$ cat src/rtl/inst_fetch.sv
// inst_fetch: OpenMIPS instruction-fetch front end.
// Owns the PC, drives the ROM port and loads the IF/ID register.
module inst_fetch #(
  parameter logic [31:0] RESET_PC = 32'h0000_0000,
  parameter logic [31:0] NOP_INST = 32'h0000_0000
) (
  input  logic        clk,
  input  logic        rst,
  input  logic        if_stall,
  input  logic        id_stall,
  input  logic        flush,
  input  logic [31:0] new_pc,
  input  logic        branch_flag,
  input  logic [31:0] branch_target,
  output logic        rom_ce,
  output logic [31:0] rom_addr,
  input  logic [31:0] rom_inst,
  output logic [31:0] id_pc,
  output logic [31:0] id_inst,
  output logic        id_valid,
  output logic        id_misalign
);

  typedef struct packed {
    logic [31:0] pc;
    logic [31:0] inst;
    logic        valid;
    logic        misalign;
  } if_id_t;

  logic [31:0] pc;
  logic [31:0] pc_nxt;
  if_id_t      if_id;
  if_id_t      if_id_nxt;
  if_id_t      if_id_clr;
  logic        pc_odd;

  assign rom_addr    = pc;
  assign pc_odd      = pc[1:0] != 2'b00;
  assign id_pc       = if_id.pc;
  assign id_inst     = if_id.inst;
  assign id_valid    = if_id.valid;
  assign id_misalign = if_id.misalign;

  assign if_id_clr = '{pc: 32'h0, inst: NOP_INST,
                       valid: 1'b0, misalign: 1'b0};

  // Stalled branches are dropped; ID re-presents them after the stall.
  always_comb begin
    pc_nxt = pc + 32'd4;
    if (!rom_ce)
      pc_nxt = pc;
    else if (flush)
      pc_nxt = new_pc;
    else if (if_stall)
      pc_nxt = pc;
    else if (branch_flag)
      pc_nxt = branch_target;
  end

  always_comb begin
    if_id_nxt.pc       = pc;
    if_id_nxt.valid    = rom_ce;
    if_id_nxt.misalign = rom_ce & pc_odd;
    if_id_nxt.inst     = (rom_ce && !pc_odd) ? rom_inst : NOP_INST;
    if (flush)
      if_id_nxt = if_id_clr;
    else if (if_stall && !id_stall)
      if_id_nxt = if_id_clr;
    else if (id_stall)
      if_id_nxt = if_id;
  end

  always_ff @(posedge clk or posedge rst) begin
    if (rst) begin
      rom_ce <= 1'b0;
      pc     <= RESET_PC;
      if_id  <= if_id_clr;
    end else begin
      rom_ce <= 1'b1;
      pc     <= pc_nxt;
      if_id  <= if_id_nxt;
    end
  end

endmodule

$ cat config.mk
export PLATFORM = sky130hd
export DESIGN_NAME = inst_fetch
export DESIGN_NICKNAME = d
export VERILOG_FILES = /design/src/rtl/inst_fetch.sv
export SDC_FILE = /design/constraint.sdc
export NUM_CORES = 1
export LEC_CHECK = 0
export ABC_AREA = 1
export BUFFER_PORTS_ARGS = -buffer_cell sky130_fd_sc_hd__buf_2
export CAP_MARGIN = 25
export CORE_MARGIN = 2
export CORE_UTILIZATION = 49
export CTS_CLUSTER_DIAMETER = 40
export DETAILED_ROUTE_END_ITERATION = 10
export GPL_TIMING_DRIVEN = 0
export PLACE_DENSITY = 0.8
export SYNTH_ARGS = -nofsm -noshare
export SYNTH_HDL_FRONTEND = slang
export SYNTH_SLANG_ARGS = --single-unit
$ cat constraint.sdc
create_clock -name clk -period 2.8 [get_ports clk]
set_input_delay 0 -clock clk [delete_from_list [all_inputs] [get_ports clk]]
set_output_delay 0 -clock clk [all_outputs]
set_load 0.01 [all_outputs]
==> impl_metrics.json <==
{
  "io_pins": 201,
  "whs_ns": 0.0165,
  "min_from": "branch_target[9]",
  "whs_endpoint": "rom_addr[9]",
  "critPathKind": "register to register",
  "die_h_um": 106,
  "grt_max_degree": 56,
  "rows": 37,
  "setup_viol": 0,
  "cp-end-kind": "register",
  "r2r-end": "rom_addr[26]",
  "crit_required_ns": 3.12,
  "start_util": 0.501,
  "clock.fmax_mhz": 478,
  "place_congestion": 0.911,
  "ys_ff_latch": 99,
  "maxSlewHeadroom": 0.490,
  "drtAntennaViolNets": 0,
  "status": "finished, final reports clean",
  "power_density_mw_per_mm2": 461,
  "drt_pass1_iterations": 6,
  "postCtsResizedCells": 0,
  "clkSinkCount": 99,
  "wl_per_cell_um": 18.0,
  "crit_fanout": 5,
  "drive_above_1_share": 0.293,
  "timing.max_cap.violations": 0,
  "dieWidth_um": 106,
  "cp.arrival_ns": 2.42,
  "max-vdd-ir-drop_mv": 0.318,
  "nets": 1027,
  "post-route-period-util": 0.748,
  "r2r_setup_slack_ns": 0.71,
  "wl_mm": 19.2,
  "drc_errors": 0,
  "syn_inst": 623,
  "antenna_found_initial": 0,
  "rsz0062_at_grt": "false",
  "reg2reg_depth": 10,
  "seq_power_share": 0.494,
  "p_clk_frac": 0.258,
  "grt_pass1_wl_mm": 29.3,
  "pre_cts_ws_ns": 1.19,
  "fin_worst_skew_ns": 0.00849,
  "synthesis.nets": 726,
  "cts_max_path_buffers": 2,
  "ys_seq_area_frac": 0.484,
  "grt_pass1_vias": 5862,
  "root_buffer": "clkbuf_8",
  "drv_slew": 0,
  "r2r_start": "rom_addr[3]",
  "period_needed_ns": 2.09,
  "synth_area_mm2": 0.00512,
  "syn_avg_cell_area_um2": 8.22,
  "num_antenna_cells": 0,
  "die_area_mm2": 0.0113,
  "final.setup.worst_slack_ns": 0.707,
  "switching_share": 0.345,
  "tightest_slew_ns": 0.765,
  "yosys.cell_types.count": 35,
  "start_kind": "register",
  "clkTransAtPathRegs_ns": 0.10,
  "power.internal_mw": 2.23,
  "hold_path_class": "primary input to register",
  "hpwl_mm": 12.8,
  "syn2layout_area_growth_pct": 44.3,
  "h-tree-depth": 3,
  "yosys_warnings": 0,
  "drt_iter0_drc": 537,
  "vias_per_cell": 5.67,
  "cts_buffers": 9,
  "finalHoldViolations": 0,
  "p_comb_frac": 0.249,
  "power.switching_mw": 1.18,
  "clk_latency_ns": 0.38,
  "routed-via-count": 6033,
  "grt_overflow": 0,
  "io_buffers": 199,
  "hold-path-cell-count": 4,
  "track_usage": 0.338,
  "cellLeakagePower_nw": 3.79,
  "core_mm2": 0.0102,
  "tritoncts": "yes"
}
-- cell usage after synthesis --
| master | instances | area (um2) |
|---|---|---|
| nand4_1 | 1 | 6.26 |
| a21oi_1 | 15 | 75.1 |
| o31ai_1 | 1 | 7.51 |
| a21oi_2 | 3 | 26.3 |
| a221oi_1 | 13 | 114 |
| clkbuf_1 | 15 | 56.3 |
| nor2_1 | 48 | 180 |
| buf_4 | 5 | 37.5 |
| nand2_1 | 111 | 417 |
| xnor2_1 | 2 | 17.5 |
| buf_2 | 11 | 55.1 |
| ha_1 | 1 | 12.5 |
| o21ai_0 | 58 | 290 |
| dfrtp_1 | 99 | 2480 |
| nor2_4 | 11 | 124 |
| inv_1 | 64 | 240 |
| buf_1 | 4 | 15.0 |
| nand2_2 | 8 | 50.1 |
| a32oi_1 | 1 | 8.76 |
| nand2_4 | 2 | 22.5 |
| o211ai_2 | 3 | 37.5 |
| nor3_2 | 1 | 10.0 |
| nand3_2 | 2 | 20.0 |
| nor2_2 | 4 | 25.0 |
| a32o_1 | 10 | 100 |
| nand3_1 | 96 | 480 |
| a22o_1 | 6 | 52.6 |
| a31oi_1 | 4 | 25.0 |
| inv_2 | 5 | 18.8 |
| conb_1 | 1 | 3.75 |
| and2_1 | 1 | 6.26 |
| a22oi_1 | 6 | 45.0 |
| o21ai_1 | 8 | 40.0 |
| a41oi_1 | 2 | 17.5 |
| or2_2 | 1 | 6.26 |
-- registers in the layout (all words and copies together) (netlist names) --
name         count
id_inst         32
id_misalign      1
id_pc           32
id_valid         1
rom_addr        32
rom_ce           1
-- worst max-delay path, stage by stage (launching register included) --
cell and delay [ns]:
dfrtp_1 0.43, ha_1 0.22, nand2_2 0.09, nor2_4 0.18, nand2_4 0.12, nor2_4 0.18
nand3_1 0.09, nand3_1 0.07, dlygate4sd3_1 0.55, nand2_1 0.05, nand2_1 0.06
-- timing repair --
action                                  in CTS  in global routing
hold buffers                                90                  0
setup buffers                                0                  0
endpoints found under the hold margin      105                  0
endpoints found under the setup margin       0                  0
-- layout make-up --
cell class	instances	area (um2)
Timing Repair Buffer	290	1920
Inverter	69	262
Sequential cell	99	2480
Tap cell	136	170
Buffer	35	164
Fill cell	759	2840
Multi-Input combinational cell	420	2220
Clock buffer	9	124
Clock inverter	6	47.5
-- kinds of logic (layout without fill, tap and decap cells) --
logic type	count (synthesis)	in the layout	synth area share
buffers and inverters	104	409	0.0826
AOI/OAI and AO/OA	130	130	0.164
DFF	99	99	0.484
xor gates and xnor gates	2	2	0.00342
and+or+nand+nor	286	286	0.263
other	1	1	0.000732
adders and majority gates	1	1	0.00244
-- metrics by stage --
stage	util	cells	setup TNS [ns]	total power, mW	instance area, um2
2_1_floorplan	-	623	0	2.07	5120
3_3_place_gp	0.615	958	-90.09	2.39	6290
3_5_place_dp	0.617	959	0	2.41	6320
4_1_cts	0.722	1064	0	3.38	7390
5_1_grt	0.722	1064	0	3.54	7390
6_report	0.722	1064	0	3.41	7390
-- placed cells by master (no fill, tap or decap), drive strengths merged --
| cell type | count |
|---|---|
| clkinv | 1 |
| nand3 | 98 |
| a32oi | 1 |
| a22o | 6 |
| clkinvlp | 1 |
| o211ai | 3 |
| buf | 220 |
| nand4 | 1 |
| o21ai | 66 |
| or2 | 1 |
| inv | 73 |
| and2 | 1 |
| nor3 | 1 |
| nand2 | 121 |
| xnor2 | 2 |
| a22oi | 6 |
| o31ai | 1 |
| conb | 1 |
| nor2 | 63 |
| clkbuf | 24 |
| ha | 1 |
| dlygate4sd3 | 90 |
| a32o | 10 |
| a41oi | 2 |
| a31oi | 4 |
| a21oi | 18 |
| dfrtp | 99 |
| a221oi | 13 |
-- per-layer routing --
metal  vias to the layer above  track usage  share of wire
met1                      2858        0.419           0.39
met2                       377        0.549           0.47
li1                       2704            -              -
met5                         -            0              0
met4                         0        0.199          0.056
met3                        94       0.0650          0.084
-- how the worst max path moves through the flow --
stage / end / from / cells after the start / slack [ns]
floorplan: id_inst[0] / rst / 1 / 0.21
global placement: rom_addr[8] / rst / 2 / -0.92
detailed placement: rom_addr[26] / rom_addr[3] / 8 / 1.19
CTS: rom_addr[26] / rom_addr[3] / 10 / 0.74
global route: rom_addr[26] / rom_addr[3] / 10 / 0.54
finish: rom_addr[26] / rom_addr[3] / 10 / 0.71
-- power groups by stage --
stage	Combinational (mW)	Clock [mW]	Sequential, mW
after CTS	0.824	0.879	1.68
after global placement	0.687	0	1.70
after global routing	0.918	0.925	1.70
after floorplan	0.355	0	1.72
after detailed placement	0.709	0	1.70
final	0.847	0.879	1.68
(Power assumes the default switching activity.)
